**src/rtl/bitrev_pkg.sv**
```systemverilog
// Shared types and helpers for the bit-reversal receive path.
// Provides word width, counter width, holding-state enum, reverse/palindrome.
package bitrev_pkg;

    localparam int WORD_W = 8;
    localparam int CNT_W  = $clog2(WORD_W);

    typedef enum logic {
        HOLD_EMPTY,
        HOLD_FULL
    } hold_e;

    function automatic logic [WORD_W-1:0] reverse(
        input logic [WORD_W-1:0] w
    );
        logic [WORD_W-1:0] r;
        for (int i = 0; i < WORD_W; i++) begin
            r[WORD_W-1-i] = w[i];
        end
        return r;
    endfunction

    function automatic logic palindrome(
        input logic [WORD_W-1:0] w
    );
        return w == reverse(w);
    endfunction

endpackage

```
**src/rtl/bitrev_deser_bitrev.sv**
```systemverilog
// Combinational bit reversal and palindrome detect for an N-bit word.
// Ports: word (in, N), rev (out, N), palind (out, 1).
module bitrev_deser_bitrev #(
    parameter int N = 8
) (
    input  logic [N-1:0] word,
    output logic [N-1:0] rev,
    output logic         palind
);

    always_comb begin
        rev = '0;
        for (int i = 0; i < N; i++) begin
            rev[N-1-i] = word[i];
        end
    end

    assign palind = (word == rev);

endmodule

```
**src/rtl/bitrev_deser.sv**
```systemverilog
// Serial-to-parallel receiver: LSB-first bits into N-bit words, with reversed
// copy and palindrome flag behind a one-entry valid/ready holding register.
// Ports: clk, rst (sync high); bit_in/bit_valid/frame_start/bit_ready (serial
// side); out_word/out_rev/out_palind/out_valid/out_ready (parallel side);
// frame_err (pulse when a partial word is dropped by frame_start).
module bitrev_deser
    import bitrev_pkg::*;
#(
    parameter int N = WORD_W
) (
    input  logic         clk,
    input  logic         rst,
    input  logic         bit_in,
    input  logic         bit_valid,
    input  logic         frame_start,
    output logic         bit_ready,
    output logic [N-1:0] out_word,
    output logic [N-1:0] out_rev,
    output logic         out_palind,
    output logic         out_valid,
    input  logic         out_ready,
    output logic         frame_err
);

    localparam int            CW   = (N > 1) ? $clog2(N) : 1;
    localparam logic [CW-1:0] LAST = CW'(N - 1);

    hold_e         state_q;
    hold_e         state_d;
    logic [CW-1:0] cnt_q;
    logic [N-1:0]  shift_q;
    logic [N-1:0]  shift_d;
    logic [N-1:0]  word_rev;
    logic          word_pal;
    logic          last;
    logic          accept;
    logic          start;
    logic          complete;

    assign last      = (cnt_q == LAST);
    assign out_valid = (state_q == HOLD_FULL);

    // Only a completing bit can be stalled; a frame_start bit restarts the
    // word instead of completing it, so it always goes through.
    assign bit_ready = !(last && out_valid && !out_ready
                         && !(bit_valid && frame_start));

    assign accept   = bit_valid && bit_ready;
    assign start    = accept && frame_start;
    assign complete = accept && !frame_start && last;

    // Next shift contents include the bit arriving now, so a completed word
    // is available to the holding register on the same edge.
    always_comb begin
        shift_d = shift_q;
        if (start) begin
            shift_d    = '0;
            shift_d[0] = bit_in;
        end else if (accept) begin
            shift_d[cnt_q] = bit_in;
        end
    end

    bitrev_deser_bitrev #(
        .N(N)
    ) u_bitrev (
        .word  (shift_d),
        .rev   (word_rev),
        .palind(word_pal)
    );

    always_comb begin
        state_d = state_q;
        unique case (state_q)
            HOLD_EMPTY: if (complete) state_d = HOLD_FULL;
            HOLD_FULL:  if (!complete && out_ready) state_d = HOLD_EMPTY;
            default:    state_d = HOLD_EMPTY;
        endcase
    end

    always_ff @(posedge clk) begin
        if (rst) begin
            state_q    <= HOLD_EMPTY;
            cnt_q      <= '0;
            shift_q    <= '0;
            out_word   <= '0;
            out_rev    <= '0;
            out_palind <= 1'b1;
            frame_err  <= 1'b0;
        end else begin
            state_q   <= state_d;
            shift_q   <= shift_d;
            frame_err <= start && (cnt_q != '0);
            if (start) begin
                cnt_q <= CW'(1);
            end else if (accept) begin
                cnt_q <= last ? '0 : cnt_q + 1'b1;
            end
            if (complete) begin
                out_word   <= shift_d;
                out_rev    <= word_rev;
                out_palind <= word_pal;
            end
        end
    end

endmodule

```
**config.mk**
```make
export PLATFORM = sky130hd
export DESIGN_NAME = bitrev_deser
export DESIGN_NICKNAME = d
export VERILOG_FILES = /design/src/rtl/bitrev_pkg.sv /design/src/rtl/bitrev_deser_bitrev.sv /design/src/rtl/bitrev_deser.sv
export SDC_FILE = /design/constraint.sdc
export NUM_CORES = 1
export LEC_CHECK = 0
export ABC_AREA = 1
export BUFFER_PORTS_ARGS = -buffer_cell sky130_fd_sc_hd__buf_2
export CORE_ASPECT_RATIO = 1.1
export CORE_MARGIN = 2
export CORE_UTILIZATION = 30
export DETAILED_ROUTE_END_ITERATION = 10
export SLEW_MARGIN = 20
export SYNTH_ARGS = -nofsm -noshare
export SYNTH_HDL_FRONTEND = slang
export SYNTH_SLANG_ARGS = --single-unit
```
**constraint.sdc**
```tcl
create_clock -name clk -period 3.7 [get_ports clk]
set_input_delay 0 -clock clk [delete_from_list [all_inputs] [get_ports clk]]
set_output_delay 0 -clock clk [all_outputs]
set_load 0.1 [all_outputs]
```
==> results of run 1 <==
## final cells by class
type / count / area, sq um
Fill cell: 439 / 2580
Multi-Input combinational cell: 126 / 644
Sequential cell: 22 / 440
Timing Repair Buffer: 25 / 125
Tap cell: 52 / 65.1
Clock buffer: 4 / 55.1
Inverter: 12 / 50.0
## sequential cells by signal, summed over array words and instances, names as in the netlist
register and cells:
cnt_q 3, frame_err 1, out_palind 1, out_rev 1, out_valid 1, out_word 7, shift_q 8
## critical path, delay by kind of cell, from the launching register on
kind,cells,cell delay [ns]
fa+ha+maj,2,0.42
buf+inv,1,0.03
flops,1,0.52
simple gates,12,1.04
## per-layer routing
layer,wire [microns],GRT usage,share of wire,up-vias
li1,-,-,-,583
met1,1270,0.158,0.51,461
met2,1080,0.186,0.44,23
met3,125,0.0251,0.050,2
met4,8,0.0347,0.0032,0
met5,0,0,0,-
## kinds of logic (layout without fill, tap and decap cells)
| family | after synthesis | after routing |
|---|---|---|
| compound gates | 26 | 26 |
| xor+xnor | 1 | 1 |
| fa+ha+maj | 3 | 3 |
| buf+inv | 27 | 41 |
| flops | 22 | 22 |
| simple gates | 96 | 96 |
## cells in the mapped netlist (all sizes together)
library cell,n
clkinv,1
buf,14
nand3,15
ha,3
nand4,3
a211oi,3
nor2,15
nand2,63
o21ai,11
dfxtp,22
xnor2,1
inv,11
clkbuf,1
o211ai,1
a21oi,11
## path summary, 6_finish.rpt
path / start / endpoint / slack [ns] / cells past startpoint
setup / recovery: cnt_q[0]$_SDFFE_PP0P_ / out_palind$_SDFFE_PP1P_ / 1.58 / 15
hold / removal: out_ready / out_valid$_SDFF_PP0_ / 0.06 / 4
setup reg to reg: cnt_q[0]$_SDFFE_PP0P_ / out_palind$_SDFFE_PP1P_ / 1.58 / 15
hold reg to reg: out_palind$_SDFFE_PP1P_ / out_palind$_SDFFE_PP1P_ / 0.47 / 2
## stage by stage
step            util  total power, W  instance area (sq um)  instances
2_1_floorplan      -        0.000297                   1240        175
4_1_cts        0.348        0.000482                   1380        241
5_1_grt        0.348        0.000499                   1380        241
6_report       0.348        0.000476                   1380        241
3_5_place_dp   0.334        0.000309                   1330        237
3_3_place_gp   0.334        0.000309                   1330        237
## power groups by stage
stage	Sequential [W]	Clock, W	Combinational, W
CTS	0.000247	0.000179	0.0000563
detailed placement	0.000253	0	0.0000560
global route	0.000248	0.000187	0.0000638
global placement	0.000253	0	0.0000560
floorplan	0.000252	0	0.0000448
finish	0.000247	0.000174	0.0000556
==> run summary, run 1 <==
Number of placement rows: 24
Starting utilization of the core area: 0.313
HPWL after detailed placement: 1.84 mm
Combinational group share of total power: 0.117
Data arrival time of the worst path: 2.28 ns
CTS sink cnt: 22
Tmin final: 2.12 ns
Initial antenna violation count: 0
Per-cell via count in the routed design: 4.44
Capturing element type of the critical path: flop
Switching power share of the total: 0.261
Inserted Diodes: 0
Die outline area: 4670 sq um
Per-cell routed wire length: 10.3 microns
Critical-path cell list: ha_1 -> ha_1 -> nand2_1 -> nor2_1 -> nand2_2 -> nand2_2 -> nand2_1 -> nand2_1 -> nand2_1 -> nand2_1 -> nand2_1 -> nand2_1 -> inv_1 -> nand3_1 -> nand2_1
Final worst setup slack: 1.58 ns
Number of buffers inserted during clock tree synthesis: 3
Mean Syn Cell Area: 7.09 sq um
Power density relative to cell area: 345 nW/um^2
Fin crit share: 0.573
First-pass GRT wire length: 4.35 mm
Buffer type at the clock tree root: sky130_fd_sc_hd__clkbuf_8
Fraction of the mapped netlist area in adder cells: 0.0302
CTS tree: yes
Resized cells post-CTS: 0
Sequential cell area fraction in the yosys report: 0.355
Part of the power in registers: 0.519
Area of the core: 3960 sq um
Total nets after synthesis: 184
Final max-slew violation count: 0
Reported leakage power: 0.666 nW
Pin count of the biggest net entering global routing: 18
Number of hold violations in the final report: 0
Worst setup slack before clock tree synthesis: 1.58 ns
Mux cell area share after synthesis: 0
Chip width: 65.3 microns
Setup skew after layout: 0.00251 ns
Dominant cells by area after synthesis: sky130_fd_sc_hd__dfxtp_1 35%, sky130_fd_sc_hd__nand2_1 16%, sky130_fd_sc_hd__nand3_1 5.2%
Peak VDD IR: 127 uV
Leftover overflow at the end of global routing: 0
Outcome: finished, final reports clean
CTS Hold Buffers Added: 0
Number of top-level design ports: 26
Number of routed nets with antenna violations: 0
Slowest cell delay on critical path: 0.52 ns
Final GP Congestion: 0.807
Maximum achievable frequency: 472 MHz
Crit Path Class: reg -> reg
Reported max-cap violation count: 0
Final hold slack: 0.0554 ns
Area fraction in and, or, nand and nor cells after synthesis: 0.363
Layout overhead on the synthesized area: 11.2%
Fraction of post-synthesis cell area in the top cell type by area: 0.355
Largest family of logic cells by synthesized area: simple AND/OR/NAND/NOR gates
Most used cells in the layout excluding fill and tap cells: 53 x sky130_fd_sc_hd__nand2_1, 25 x sky130_fd_sc_hd__buf_2, 22 x sky130_fd_sc_hd__dfxtp_1
Die height: 71.5 microns
Worst relative slew slack: 0.678
Number of storage elements in the synthesis netlist: 22
Number of buffer cells added on primary ports: 25
Post-route DRC: 0
Worst-margin pin slew: 0.486 ns
Share of final-layout standard cells stronger than drive strength 1: 0.259
Number of buffers on the longest clock path: 2
Parity-gate share of the synthesized area counting xor and xnor cells: 0.00706
Post-layout nets: 199
Sw power: 0.000124 W
Number of H-tree levels: 1
Count of different cell masters after synthesis: 25
Hold Crit Class: in -> reg
Via count of the first global-routing pass: 976
Final setup fails: 0
Clock transition at path regs: 0.08 ns
GRT Util Overall: 0.116
Number of search-and-repair iterations in the first detailed-routing pass: 4
WL final: 2.49 mm
Setup crit start kind: flop
Count of yosys warnings during synthesis: 0
Unrepaired setup endpoints after global routing: no
Cell type contributing the most total cell area after synthesis: sky130_fd_sc_hd__dfxtp_1
Latest clock arrival within the worst-skew pair: 0.26 ns
Leading cell type in the layout, fill and taps excluded: sky130_fd_sc_hd__nand2_1
Fraction of power consumed by the clock network: 0.364
Required time at the endpoint of the critical path: 3.86 ns
Starting DRT DRC Count: 50
Max FO, Critical Path: 13
Post-route setup TNS: 0 ns
Internal power of the cells: 0.000352 W
Post-Synthesis Cell Area: 1240 sq um
Post-CTS setup buffer count: 0
Post-synthesis compound-gate area fraction: 0.119
Detailed-route via count: 1,069
Number of instances in the synthesized netlist: 175
Crit-path most repeated cell: sky130_fd_sc_hd__nand2_1
Cell with the largest stage delay on the worst path: sky130_fd_sc_hd__dfxtp_1
No activity file was read; power rests on OpenSTA's default activity.
==> inputs of run 2 (changes only) <==
- ABC_AREA: 1 -> 0
- clock period: 3.7 -> 1.85 ns (I/O delays scaled with it)
==> run 2 against run 1 <==
  * Count of clock-buffer cells in the layout stayed put
  * Power is 91% higher
  * Register-to-register slack worse by 1.8 ns
  * Clock power is 85% higher
  * Non-clock buffer count is 20 higher
  * Clock skew hardly changed
  * The flow now finishes with violations (setup timing)
  * Worst setup slack worse by 1.8 ns
==> run summary, run 2 <==
Slowest cell delay on critical path: 0.39 ns
Final GP Congestion: 0.887
Layout overhead on the synthesized area: 44.8%
Detailed-route via count: 988
Share of synthesized flip-flops with an asynchronous set or reset: 0
Internal power of the cells: 0.000690 W
Die height: 66.7 microns
Most used cells in the layout excluding fill and tap cells: 24 x sky130_fd_sc_hd__buf_2, 19 x sky130_fd_sc_hd__nor2_1, 19 x sky130_fd_sc_hd__dfxtp_1
Register with the highest flop count: shift_q
CTS sink cnt: 22
Max FFs per register: 8
Top_reg_cell synth: sky130_fd_sc_hd__dfxtp_1
Share of final-layout standard cells stronger than drive strength 1: 0.466
Outcome: finished with violations
Number of buffers inserted during clock tree synthesis: 3
Cell type contributing the most total cell area after synthesis: sky130_fd_sc_hd__dfxtp_1
Mean Syn Cell Area: 8.59 sq um
Number of buffers on the longest clock path: 2
Required time at the endpoint of the critical path: 2.10 ns
Reported max-cap violation count: 0
Post-layout nets: 171
Maximum achievable frequency: 482 MHz
Failing checks: setup timing
GRT Util Overall: 0.137
Starting DRT DRC Count: 26
Count of different cell masters after synthesis: 29
Via count of the first global-routing pass: 948
Worst-margin pin slew: 0.488 ns
Final max-slew violation count: 0
Number of instances in the synthesized netlist: 125
Power density relative to cell area: 587 nW/um^2
Critical-path cell list: ha_4 -> ha_4 -> and4bb_4 -> or3_4 -> mux2_4 -> xnor2_2 -> nand3_1 -> o31ai_2
Dominant cells by area after synthesis: sky130_fd_sc_hd__dfxtp_1 41%, sky130_fd_sc_hd__nor2_1 8.4%, sky130_fd_sc_hd__buf_4 5.6%
Per-cell routed wire length: 12.6 microns
Crit-path most repeated cell: sky130_fd_sc_hd__ha_4
Capturing element type of the critical path: flop
Setup skew after layout: 0.00229 ns
Sequential cell area fraction in the yosys report: 0.410
Number of storage elements in the synthesis netlist: 22
Final worst setup slack: -0.223 ns
Final setup fails: 11
Starting utilization of the core area: 0.317
Part of the power in registers: 0.531
Leading cell type in the layout, fill and taps excluded: sky130_fd_sc_hd__buf_2
Final hold slack: 0.100 ns
Pin count of the biggest net entering global routing: 23
Global Route met3 Usage: 0.0194
Inserted Diodes: 0
Hold Crit Class: in -> reg
Chip width: 61.0 microns
Fraction of power consumed by the clock network: 0.353
Number of search-and-repair iterations in the first detailed-routing pass: 4
Largest registers in the final layout: shift_q x8, out_word x7, cnt_q x3
Number of placement rows: 22
First-pass GRT wire length: 4.24 mm
Top-count cell post-synth: sky130_fd_sc_hd__nor2_1
WL final: 2.64 mm
Per-cell via count in the routed design: 4.73
Number of buffer cells added on primary ports: 25
Post-Synthesis Cell Area: 1070 sq um
Global Route met1 Usage: 0.178
Number of hold violations in the final report: 0
Number of H-tree levels: 1
Die outline area: 4070 sq um
Layer with the highest usage after global routing: met2
Sum of buffers and inverters on the critical path: 0
Unrepaired setup endpoints after global routing: yes
Switching power share of the total: 0.244
Data arrival time of the worst path: 2.32 ns
Sw power: 0.000222 W
Worst relative slew slack: 0.677
Area of the core: 3390 sq um
Max FO, Critical Path: 6
EDFF count, synth: 0
Buffer type at the clock tree root: sky130_fd_sc_hd__clkbuf_4
Latest clock arrival within the worst-skew pair: 0.32 ns
Fraction of post-synthesis cell area in the top cell type by area: 0.410
Number of routed nets with antenna violations: 0
CTS tree: yes
Cell with the largest stage delay on the worst path: sky130_fd_sc_hd__or3_4
Combinational group share of total power: 0.116
Post-route DRC: 0
Number of top-level design ports: 26
Leftover overflow at the end of global routing: 0
Cell types with the highest counts after synthesis: 24 x sky130_fd_sc_hd__nor2_1, 22 x sky130_fd_sc_hd__dfxtp_1, 11 x sky130_fd_sc_hd__a21oi_1, 11 x sky130_fd_sc_hd__nand2_1
Worst setup slack before clock tree synthesis: -0.237 ns
M2 GR Usage: 0.214
Total nets after synthesis: 134
Clock transition at path regs: 0.13 ns
Crit Path Class: reg -> reg
Setup crit start kind: flop
Count of fill cells added during filler insertion: 326
Peak VDD IR: 304 uV
Family of cells with the greatest summed delay on the critical path: simple AND/OR/NAND/NOR gates
Fin crit share: 1.12
Tmin final: 2.07 ns
Reported leakage power: 0.665 nW
Post-route setup TNS: -0.895 ns
Count of yosys warnings during synthesis: 0
Initial antenna violation count: 0
HPWL after detailed placement: 1.73 mm
run 2: cell types whose count changed in the layout (fill, tap and decap cells not counted), moves of 8 or more:
cell                      previous run  this run
sky130_fd_sc_hd__buf_4               0        14
sky130_fd_sc_hd__inv_1              10         1
sky130_fd_sc_hd__nand2_1            53        11
sky130_fd_sc_hd__nand2_2             9         0
sky130_fd_sc_hd__nand3_1            13         2
sky130_fd_sc_hd__nor2_1             11        19
sky130_fd_sc_hd__o21ai_0             9         0
run 2: final cells by class:
type	count	area [sq um]	area share
clock buffers	4	47.5	0.0306
inverters	2	7.51	0.00483
multi-input cells	88	684	0.440
flip-flops and latches	22	447	0.287
well taps	48	60.1	0.0386
repair buffers	45	308	0.198
run 2: path summary, 6_finish.rpt:
path                           startpoint                  endpoint  slack, ns  cells past startpoint
setup / recovery    cnt_q[0]$_SDFFE_PP0P_   out_palind$_SDFFE_PP1P_      -0.22                      8
hold / removal                        rst  out_word[1]$_SDFFE_PP0P_       0.10                      2
setup reg to reg    cnt_q[0]$_SDFFE_PP0P_   out_palind$_SDFFE_PP1P_      -0.22                      8
hold reg to reg   out_rev[0]$_SDFFE_PP0P_   out_rev[0]$_SDFFE_PP0P_       0.52                      2
run 2: timing repair:
| action | CTS | global route |
|---|---|---|
| gates resized for setup | 6 | 23 |
| hold buffers | 1 | 0 |
| endpoints found under the setup margin | 11 | 16 |
| hold endpoints to repair | 1 | 0 |
| pin swaps | 2 | 4 |
| buffers inserted | 0 | 5 |
run 2: power by group through the flow:
stage	clock network, W	registers, W	logic [W]
global route	0.000348	0.000486	0.000115
finish	0.000322	0.000485	0.000106
floorplan	0	0.000503	0.0000505
global placement	0	0.000495	0.0000877
CTS	0.000328	0.000485	0.0000938
detailed placement	0	0.000495	0.0000883
run 2: cells by family after synthesis:
kind of cell	after synthesis	share of synthesized area
AND/OR/NAND/NOR	57	0.256
flip-flops	22	0.410
buffers and inverters	15	0.0816
AO/OA/AOI/OAI	13	0.0711
multiplexers	11	0.113
XOR/XNOR	4	0.0326
adder cells (fa/ha/maj)	3	0.0350
run 2: metal layers:
metal / share of wire / routed length, microns / vias up
li1: - / - / 495
met1: 0.46 / 1210 / 460
met2: 0.48 / 1260 / 26
met3: 0.033 / 88 / 7
met4: 0.030 / 79 / 0
met5: 0 / 0 / -
run 2: through the flow:
step	total power, W	instance area [sq um]	util	std cells
global placement	0.000583	1330	0.392	199
CTS	0.000907	1420	0.419	204
finish	0.000912	1550	0.459	209
floorplan	0.000554	1100	-	125
detailed placement	0.000584	1330	0.392	199
global route	0.000949	1550	0.459	209
